[config.mk]
export PLATFORM = sky130hd
export DESIGN_NAME = close_path_pipe
export DESIGN_NICKNAME = d
export VERILOG_FILES = /design/src/rtl/close_path_pipe.sv
export SDC_FILE = /design/constraint.sdc
export NUM_CORES = 1
export LEC_CHECK = 0
export CAP_MARGIN = 40
export CORE_ASPECT_RATIO = 0.6
export CORE_MARGIN = 10
export CORE_UTILIZATION = 40
export DETAILED_ROUTE_END_ITERATION = 8
export PLACE_DENSITY = 0.66
export REMOVE_ABC_BUFFERS = 1
export SYNTH_ARGS = -nofsm -noshare
export SYNTH_HDL_FRONTEND = slang
export SYNTH_SLANG_ARGS = --single-unit
export TNS_END_PERCENT = 10
[constraint.sdc]
create_clock -name clk -period 12.34 [get_ports clk]
set_input_delay 2.468 -clock clk [delete_from_list [all_inputs] [get_ports clk]]
set_output_delay 2.468 -clock clk [all_outputs]
set_load 0.02 [all_outputs]
[src/rtl/close_path_pipe.sv]
// Close-path effective subtraction for the dual-path FP adder.
// Three registered stages: subtract/abs, normalise, round/flag.
module close_path_pipe #(
    parameter int SIZE_MANTISSA = 24,
    parameter int SIZE_EXPONENT = 8,
    parameter int SIZE_COUNTER  = 5,
    parameter int TAG_W         = 4
) (
    input  logic                     clk,
    input  logic                     rst_n,
    input  logic                     in_valid,
    output logic                     in_ready,
    input  logic [SIZE_MANTISSA-1:0] m_a,
    input  logic [SIZE_MANTISSA-1:0] m_b,
    input  logic [SIZE_EXPONENT-1:0] exp_a,
    input  logic                     exp_difference,
    input  logic                     sign_a,
    input  logic [TAG_W-1:0]         tag_i,
    output logic                     out_valid,
    input  logic                     out_ready,
    output logic [SIZE_MANTISSA-1:0] m_o,
    output logic [SIZE_EXPONENT-1:0] e_o,
    output logic                     s_o,
    output logic                     zero_o,
    output logic                     uf_o,
    output logic                     ovf_o,
    output logic [TAG_W-1:0]         tag_o
);

    localparam int M = SIZE_MANTISSA;
    localparam int E = SIZE_EXPONENT;
    localparam int C = SIZE_COUNTER;
    localparam int T = TAG_W;

    // Post-round exponent carries two extra bits: sign plus room for +1.
    localparam logic signed [E+1:0] EX_ONE = (E+2)'(1);
    localparam logic signed [E+1:0] EX_MAX = (E+2)'((2**E) - 1);

    // Stage valids and the collapsing ready chain.
    logic v1_q, v2_q, v3_q;
    logic rdy1, rdy2, rdy3;

    assign rdy3     = ~v3_q | out_ready;
    assign rdy2     = ~v2_q | rdy3;
    assign rdy1     = ~v1_q | rdy2;
    assign in_ready = rdy1;

    // ---------------- Stage 1: subtract and take magnitude
    logic [M:0]   a_ext, b_ext;
    logic [M+1:0] diff;
    logic [M:0]   mag_d;
    logic         neg_d;

    logic [M:0]   mag1_q;
    logic         neg1_q;
    logic [E-1:0] exp1_q;
    logic         sgn1_q;
    logic [T-1:0] tag1_q;

    // Aligned subtraction; |D| always fits in M+1 bits.
    always_comb begin
        a_ext = {m_a, 1'b0};
        b_ext = exp_difference ? {1'b0, m_b} : {m_b, 1'b0};
        diff  = {1'b0, a_ext} - {1'b0, b_ext};
        neg_d = diff[M+1];
        mag_d = neg_d ? (~diff[M:0] + (M+1)'(1)) : diff[M:0];
    end

    // Stage 1 register: loads whenever it is empty or draining.
    always_ff @(posedge clk) begin
        if (!rst_n) begin
            v1_q   <= 1'b0;
            mag1_q <= '0;
            neg1_q <= 1'b0;
            exp1_q <= '0;
            sgn1_q <= 1'b0;
            tag1_q <= '0;
        end else if (rdy1) begin
            v1_q <= in_valid;
            if (in_valid) begin
                mag1_q <= mag_d;
                neg1_q <= neg_d;
                exp1_q <= exp_a;
                sgn1_q <= sign_a;
                tag1_q <= tag_i;
            end
        end
    end

    // ---------------- Stage 2: leading-zero count and normalise
    logic [C-1:0] lz;
    logic         lz_found;
    logic [M:0]   norm_d;
    logic         zero_d;
    logic [E:0]   ex_d;

    logic [M:0]   norm2_q;
    logic         zero2_q;
    logic [E:0]   ex2_q;
    logic         neg2_q;
    logic         sgn2_q;
    logic [T-1:0] tag2_q;

    // Priority scan from the MSB; an all-zero magnitude gives M+1.
    always_comb begin
        lz       = C'(M + 1);
        lz_found = 1'b0;
        for (int i = M; i >= 0; i--) begin
            if (!lz_found && mag1_q[i]) begin
                lz       = C'(M - i);
                lz_found = 1'b1;
            end
        end
        norm_d = mag1_q << lz;
        zero_d = (mag1_q == '0);
        ex_d   = {1'b0, exp1_q} - {{(E + 1 - C){1'b0}}, lz};
    end

    // Stage 2 register.
    always_ff @(posedge clk) begin
        if (!rst_n) begin
            v2_q    <= 1'b0;
            norm2_q <= '0;
            zero2_q <= 1'b0;
            ex2_q   <= '0;
            neg2_q  <= 1'b0;
            sgn2_q  <= 1'b0;
            tag2_q  <= '0;
        end else if (rdy2) begin
            v2_q <= v1_q;
            if (v1_q) begin
                norm2_q <= norm_d;
                zero2_q <= zero_d;
                ex2_q   <= ex_d;
                neg2_q  <= neg1_q;
                sgn2_q  <= sgn1_q;
                tag2_q  <= tag1_q;
            end
        end
    end

    // ---------------- Stage 3: round to nearest-even and flag
    logic                 rnd_up;
    logic [M:0]           mant_sum;
    logic                 rnd_carry;
    logic signed [E+1:0]  exr;
    logic [M-1:0]         m_d;
    logic [E-1:0]         e_d;
    logic                 s_d;
    logic                 z_d;
    logic                 uf_d;
    logic                 ovf_d;

    logic [M-1:0]         m3_q;
    logic [E-1:0]         e3_q;
    logic                 s3_q;
    logic                 z3_q;
    logic                 uf3_q;
    logic                 ovf3_q;
    logic [T-1:0]         tag3_q;

    // Sticky is always 0 here, so a round bit set is a tie.
    always_comb begin
        rnd_up    = norm2_q[0] & norm2_q[1];
        mant_sum  = {1'b0, norm2_q[M:1]} + {{M{1'b0}}, rnd_up};
        rnd_carry = mant_sum[M];
        exr       = {ex2_q[E], ex2_q} + {{(E + 1){1'b0}}, rnd_carry};
        m_d   = rnd_carry ? {1'b1, {(M - 1){1'b0}}} : mant_sum[M-1:0];
        e_d   = exr[E-1:0];
        s_d   = sgn2_q ^ neg2_q;
        z_d   = 1'b0;
        uf_d  = 1'b0;
        ovf_d = 1'b0;
        if (zero2_q) begin
            m_d = '0;
            e_d = '0;
            s_d = 1'b0;
            z_d = 1'b1;
        end else if (exr < EX_ONE) begin
            m_d  = '0;
            e_d  = '0;
            uf_d = 1'b1;
        end else if (exr >= EX_MAX) begin
            m_d   = '0;
            e_d   = '1;
            ovf_d = 1'b1;
        end
    end

    // Stage 3 register drives the outputs; it holds while stalled.
    always_ff @(posedge clk) begin
        if (!rst_n) begin
            v3_q   <= 1'b0;
            m3_q   <= '0;
            e3_q   <= '0;
            s3_q   <= 1'b0;
            z3_q   <= 1'b0;
            uf3_q  <= 1'b0;
            ovf3_q <= 1'b0;
            tag3_q <= '0;
        end else if (rdy3) begin
            v3_q <= v2_q;
            if (v2_q) begin
                m3_q   <= m_d;
                e3_q   <= e_d;
                s3_q   <= s_d;
                z3_q   <= z_d;
                uf3_q  <= uf_d;
                ovf3_q <= ovf_d;
                tag3_q <= tag2_q;
            end
        end
    end

    assign out_valid = v3_q;
    assign m_o       = m3_q;
    assign e_o       = e3_q;
    assign s_o       = s3_q;
    assign zero_o    = z3_q;
    assign uf_o      = uf3_q;
    assign ovf_o     = ovf3_q;
    assign tag_o     = tag3_q;

endmodule

# Word-level counts from Yosys, hierarchy flattened
# Index checks and enable logic that the tools add are counted.
# word_totals
inputBits	66
register_bits	123
out_inout_bits	42
elab_cells	155
# op_classes
reduce_logical	52
mux	65
bitwise_logic	9
magnitude_cmp	2
shifts	1
addsub	5
# ops
operator	n
two-way mux 5 bit	25
two-way mux 24 bit	4
two-way mux 25 bit	2
two-way mux 1 bit	31
subtractor 25 x 25 -> 26 bit	1
adder 24 x 1 -> 25 bit	1
adder 25 x 1 -> 25 bit (second input constant)	1
zero test 25 bit	1
inverter 25 bit	1
<< shifter 25 x 5 -> 25 bit	1
logical AND 1 bit	24
zero test 1 bit	24
two-way mux 8 bit	3
adder 9 x 2 -> 10 bit	1
greater-or-equal comparator 10 x 9 -> 1 bit (second input constant)	1
less-than comparator 10 x 2 -> 1 bit (second input constant)	1
subtractor 8 x 5 -> 9 bit	1
AND reduction 2 bit	3
inverter 1 bit	3
bitwise OR 1 bit	3
bitwise AND 1 bit	1
XOR 1 bit	1

# Longest topological paths before layout
# Gate-level depths: netlist of run 1.
# logic_depth
word_depth	74
depth_mapped	21
mapped_depth_nobuf	19

# Worst setup path after synthesis of run 1
# No wires, ideal clock.
# synth_path
kind	input -> register
startpoint	input port exp_difference
endpoint	register mag1_q[23]
cell_stages	15
required_ns	12.266
path_buffers	3
setup_slack_ns	6.138
t_arrival_ns	6.128
path_cell_list	buf_6 -> clkbuf_1 -> mux2i_1 -> ha_1 -> buf_6 -> a211o_1 -> or3_1 -> o211ai_2 -> mux2i_1 -> o2111a_1 -> nor4b_2 -> nand3_2 -> or4_1 -> a21o_1 -> a31oi_1
# synth_between
elab_chain_cells	5
# synth_rtl
item	line	text
start: declaration	16	input logic exp_difference,
two-way mux 25 bit *	63	b_ext = exp_difference ? {1'b0, m_b} : {m_b, 1'b0};
subtractor 25 x 25 -> 26 bit *	64	diff = {1'b0, a_ext} - {1'b0, b_ext};
inverter 25 bit	66	mag_d = neg_d ? (~diff[M:0] + (M+1)'(1)) : diff[M:0];
adder 25 x 1 -> 25 bit	66	
two-way mux 25 bit *	66	
end signal: assignment	81	mag1_q <= mag_d;
end: declaration	54	logic [M:0] mag1_q;
# Every way passes the cells marked *; elsewhere a longest branch is shown, timed or not.
# A chain may end at the register's enable or synchronous reset.

# Final worst setup path of run 1
# Same ends and word-level chain as after synthesis.

==> results.toml, run 1 <==
[run_status]
status = "finished, final reports clean"

[critical_path]
reg2reg_from = "mag1_q[24]"
timing.rr.end = "ex2_q[6]"
cp.required_ns = 12.68
path_class = "in -> reg"
start_kind = "input port"
r2r.worst_path.cells = 12
crit_path_end_kind = "flop"
worstPathArrival_ns = 6.87
r2r_slack_ns = 7.11
crit_fanout = 25

[layout]
layout.nets = 1294
n_antenna_cell = 0
layout_common_cells = "nand2_1, dfxtp_1, nor2_1"
syn2layout_area_growth_pct = 21.39
nFillCells = 2068
drive_above_1_share_pct = 6.374
final_common_cell = "nand2_1"
post-route-cell-area_mm2 = 0.01059

[global_route]
grt_start_max_net_pins = 60
grt_pass1_vias = 7799
antenna_found_initial = 0
grt_usage_pct = 17.23
grt_pass1_wl_um = 40880
grt-ovfl-total = 0

[clock_tree]
cts_resized = 0
htree_levels = 4
clkSinkCount = 123
clk_pin_slew_worst_paths_ns = 0.06
cts_tree = "done"
clock_tree.root_cell = "clkbuf_16"
postCtsHoldBufs = 0
insertion_delay_ns = 0.42
cts_buffers = 17
clk_path_buf_depth = 2
postCtsSetupBuffers = 0

[placed_design]
gp_congestion = 0.9228
dp_hpwl_um = 18730
place_area_mm2 = 0.009972
port_buffers = 107

[synth]
synth_cell_types = 80
ys_ff_latch = 123
ys_seq_area_share_pct = 28.23
syn-cell-area_mm2 = 0.008723
async_reset_ff_share_pct = 0
ys.flop_type = "dfxtp_1"
synth_edf_count = 0
avgSynthCellArea_um2 = 7.761
syn_inst = 1124
ys.warnings.count = 0

[floorplanning]
die_h_um = 134.4
initial_core_util_pct = 41.07
core-area_mm2 = 0.02124
boundaryPins = 108
die_w_um = 210.7
fp.dieArea_mm2 = 0.02831
rows = 41

[timing]
max_freq_ghz = 0.1532
rsz0062_at_grt = "false"
tns_ns = 0
fin_crit_sh_pct = 52.90
setup_viol = 0
fin_skew_ns = 0.01283
slew_viol_final = 0
period_minus_slack_ns = 6.528
slew_headroom_pct = 35.80
hold_viol_final = 0
worstMarginPinSlew_ns = 0.9600

[power_and_ir_drop]
clockPowerShare_pct = 34.0
pwr-share-comb_pct = 35.6
peakVddDrop_uv = 93.68
power_density_mw_per_mm2 = 145.6
switching_share_pct = 35.88
p_leak_nw = 4.148
power.switching_w = 0.0005533
pwr-share-seq_pct = 30.4
intPower_w = 0.0009886

[detailed_routing]
viasPerCell = 5.636
dr.pass1.iters = 5
drcViolationCount = 0
postRouteAntennaNets = 0
wl_per_cell_um = 16.52
wl_um = 24570
first_iter_violations = 607
vias = 8380

[min_path]
hold-path-endpoint = "tag2_q[1]"
hold_depth = 2
min-delay-path-class = "reg -> reg"
hold_start = "tag2_q[1]"

[run]
max_cap_viol_count = 0
-- area by class of cell --
type,count,area [um2],share of cell area (%)
clock buffer,20,456.7,4.313
timing repair buffer,119,1161,10.97
sequential,123,2462,23.25
multi-input combinational,902,5879,55.52
tap,279,349.1,3.297
clock inverter,12,160.2,1.512
inverter,32,120.1,1.134
-- metrics by stage --
stage	std cells	utilization (%)	worst slack (ns)	total power, W	hold slack, ns
6_report	1487	49.86	5.812	0.001542	0.4530
5_1_grt	1487	49.86	5.505	0.001637	0.4774
4_1_cts	1487	49.86	5.823	0.001543	0.4559
3_5_place_dp	1455	46.95	5.396	0.001015	0.4451
3_3_place_gp	1455	46.95	5.557	0.001009	0.4405
2_1_floorplan	1057	-	6.693	0.0008663	0.4321
-- sequential cells by signal (all words and copies together), names as in the netlist, 4 cells and up --
signal and cells:
m_o 24, ex2_q 9, norm2_q 25, exp1_q 8
tag2_q 4, tag1_q 4, e_o 8, tag_o 4
mag1_q 25
-- critical path: stages --
cell	delay, ns
clkdlybuf4s50_1	0.45
buf_4	0.36
mux2i_1	0.28
inv_1	0.08
fa_1	0.39
nor2b_1	0.31
o21bai_1	0.15
a21boi_0	0.15
a221o_1	0.35
or4_1	0.58
and4bb_2	0.41
nand3_2	0.13
or4_1	0.42
a21o_1	0.19
a31oi_1	0.14
-- layer usage --
metal	track usage [%]	wire length (um)	up-vias
met5	0	0	-
met4	2.363	91	0
met3	4.699	1641	9
met2	23.55	9681	202
met1	26.19	13160	3973
li1	-	-	4196
-- synthesized netlist by cell type, types with 10 or more instances --
cell,count,share of area [%]
a21oi_1,100,5.7
o21ai_0,45,2.6
o21a_1,10,0.86
nand2_1,138,5.9
xor2_1,31,3.1
nand2b_1,15,1.1
nand3_1,29,1.7
a22oi_1,26,2.2
nor3_1,23,1.3
dfxtp_1,123,28
buf_2,10,0.57
clkbuf_1,49,2.1
ha_1,31,4.4
a211oi_1,23,2.0
and3_1,14,1.0
a31oi_1,15,1.1
o31ai_1,11,0.95
inv_1,30,1.3
a21o_1,12,1.0
xnor2_1,40,4.0
nor2_1,119,5.1
mux2i_1,74,8.5
and2_1,12,0.86
-- worst max path at each step --
stage	from	endpoint	slack (ns)	cells past startpoint
2_1_floorplan	exp_difference	mag1_q[23]	6.69	13
3_3_place_gp	exp_difference	mag1_q[23]	5.56	15
3_5_place_dp	exp_difference	mag1_q[24]	5.40	15
4_1_cts	out_ready	in_ready	5.82	4
5_1_grt	exp_difference	mag1_q[24]	5.50	15
6_report	exp_difference	mag1_q[23]	5.81	15
-- power by group through the flow --
stage / Combinational, W / Clock, W / Sequential (W)
finish: 0.000549 / 0.000524 / 0.000469
global route: 0.000609 / 0.000554 / 0.000474
CTS: 0.000543 / 0.000532 / 0.000468
detailed placement: 0.000539 / 0 / 0.000476
global placement: 0.000534 / 0 / 0.000476
floorplan: 0.000400 / 0 / 0.000467
-- cells by family after synthesis --
group | share of synthesized area (%)
AOI/OAI and AO/OA | 23.54
xor gates and xnor gates | 7.387
adders and majority gates | 5.135
buffers and inverters | 4.661
DFF | 28.23
muxes | 9.911
and+or+nand+nor | 21.14
Power figures use the tool's default switching activity.
==> inputs of run 2 (changes only) <==
- PLACE_DENSITY: 0.66 -> 0.68
- clock period: 12.34 -> 5.2 ns (I/O delays scaled with it)
==> run 2 against run 1 <==
  * Non-clock buffer count increased by 17
  * Clock power increased by 120%
  * Utilization increased by 0.39 points
  * Final area increased by 0.79%
  * Critical path type unchanged
  * Routed wire length increased by 1.1%
  * Sequential share of layout area decreased by 0.18 points
  * Sequential power increased by 140%
  * Critical endpoint unchanged
  * Setup slack got worse by 5.3 ns
  * Critical path depth decreased by 1
  * Cell count increased by 1.1%
  * Worst hold slack got worse by 0.0033 ns
  * Sequential cell count unchanged
==> results.toml, run 2 (same netlist as run 1, synthesis figures left out) <==
[run_status]
status = "finished, final reports clean"

[critical_path]
path_class = "in -> reg"
start_kind = "input port"
cp-startpoint = "exp_difference"
r2r.worst_path.cells = 20
crit_fanout = 5
crit_path_end_kind = "flop"
r2r_slack_ns = 0.64
timing.rr.end = "m_o[0]"
cp.required_ns = 5.55
worstPathArrival_ns = 5.08
reg2reg_from = "norm2_q[0]"

[detailed_routing]
topRoutingLayerUsed = "met4"
postRouteAntennaNets = 0
viasPerCell = 5.648
dr_wl_met3_um = 1647
route.met2.wl_um = 9780
vias = 8494
drt-met1-wl_um = 13310
wl_per_cell_um = 16.51
first_iter_violations = 774
dr.pass1.iters = 5
wl_um = 24840
drcViolationCount = 0

[floorplanning]
core-area_mm2 = 0.02124
boundaryPins = 108
initial_core_util_pct = 41.07
rows = 41
fp.dieArea_mm2 = 0.02831
die_w_um = 210.7
die_h_um = 134.4

[power_and_ir_drop]
power.switching_w = 0.001320
peakVddDrop_uv = 228.1
power_density_mw_per_mm2 = 335.6
intPower_w = 0.002263
pwr-share-comb_pct = 37.5
p_leak_nw = 4.213
pwr-share-seq_pct = 31.1
clockPowerShare_pct = 31.4
switching_share_pct = 36.84

[global_route]
grt-ovfl-total = 0
grt_usage_pct = 17.45
antenna_found_initial = 0
grt_pass1_vias = 7865
grt_pass1_wl_um = 41200
grt_start_max_net_pins = 52

[layout]
nFillCells = 2068
drive_above_1_share_pct = 7.592
layout_common_cells = "nand2_1, dfxtp_1, nor2_1"
n_antenna_cell = 0
syn2layout_area_growth_pct = 22.35
layout.nets = 1311
final_common_cell = "nand2_1"

[clock_tree]
cts_resized = 0
postCtsSetupBuffers = 0
clock_tree.root_cell = "clkbuf_16"
htree_levels = 4
insertion_delay_ns = 0.42
cts_buffers = 17
clkSinkCount = 123
postCtsHoldBufs = 0
cts_tree = "done"
clk_path_buf_depth = 2
clk_pin_slew_worst_paths_ns = 0.06

[min_path]
min-delay-path-class = "reg -> reg"
hold_start = "neg1_q"
hold-path-endpoint = "neg2_q"
hold_depth = 2

[timing]
rsz0062_at_grt = "false"
fin_crit_sh_pct = 91.06
slew_headroom_pct = 45.94
tns_ns = 0
slew_viol_final = 0
max_freq_ghz = 0.2112
worstMarginPinSlew_ns = 0.8090
fin_skew_ns = 0.009711
layout_setup_ws_ns = 0.4650
setup_viol = 0
hold_viol_final = 0
period_minus_slack_ns = 4.735

[placed_design]
dp_hpwl_um = 19300
port_buffers = 107
pre_cts_ws_ns = 0.07297
gp_congestion = 0.9164

[run]
max_cap_viol_count = 0
-- run 2: layout make-up --
| cell class | count | area (um2) | area share (%) |
|---|---|---|---|
| multi-input cells | 902 | 5879 | 55.09 |
| flip-flops and latches | 123 | 2462 | 23.07 |
| repair buffers | 136 | 1299 | 12.17 |
| clock buffers | 20 | 446.7 | 4.185 |
| well taps | 279 | 349.1 | 3.271 |
| inverters | 32 | 120.1 | 1.125 |
| clock inverters | 12 | 116.4 | 1.090 |
-- run 2: worst max path at each step --
stage	endpoint	slack, ns	depth (start not counted)
floorplan	norm2_q[13]	0.69	9
global placement	mag1_q[23]	0.14	14
detailed placement	mag1_q[23]	0.07	14
CTS	mag1_q[23]	0.51	14
global route	mag1_q[20]	0.20	16
finish	mag1_q[23]	0.47	14
-- run 2: critical path, cell delays in order --
cell             delay, ns
clkdlybuf4s50_1       0.54
mux2i_1               0.26
inv_1                 0.08
fa_1                  0.41
nor2b_1               0.29
o21bai_1              0.14
a21boi_0              0.14
a221o_1               0.35
or4_1                 0.58
and4bb_2              0.40
nand3_2               0.11
or4_1                 0.41
a21o_1                0.19
a31oi_1               0.14
-- run 2: per-stage QoR --
stage,instances,cell area (um2),utilization [%],hold WS [ns],total power (W)
global route,1504,10670,50.25,0.4792,0.003795
finish,1504,10670,50.25,0.4496,0.003582
floorplan,1057,8437,-,0.4321,0.002056
global placement,1471,10100,47.58,0.4398,0.002432
CTS,1503,10670,50.23,0.4527,0.003577
detailed placement,1471,10100,47.58,0.4472,0.002444
-- run 2: power by group through the flow --
stage          combinational, W  clock, W  sequential (W)
2_1_floorplan          0.000948         0         0.00111
5_1_grt                 0.00148   0.00119         0.00113
3_5_place_dp            0.00131         0         0.00113
3_3_place_gp            0.00130         0         0.00113
6_report                0.00134   0.00113         0.00111
4_1_cts                 0.00132   0.00115         0.00111
-- run 2: layer usage --
metal / vias up / global-route usage (%)
met5: - / 0
met4: 0 / 3.324
met3: 13 / 4.164
met2: 232 / 23.87
met1: 4001 / 26.53
li1: 4248 / -
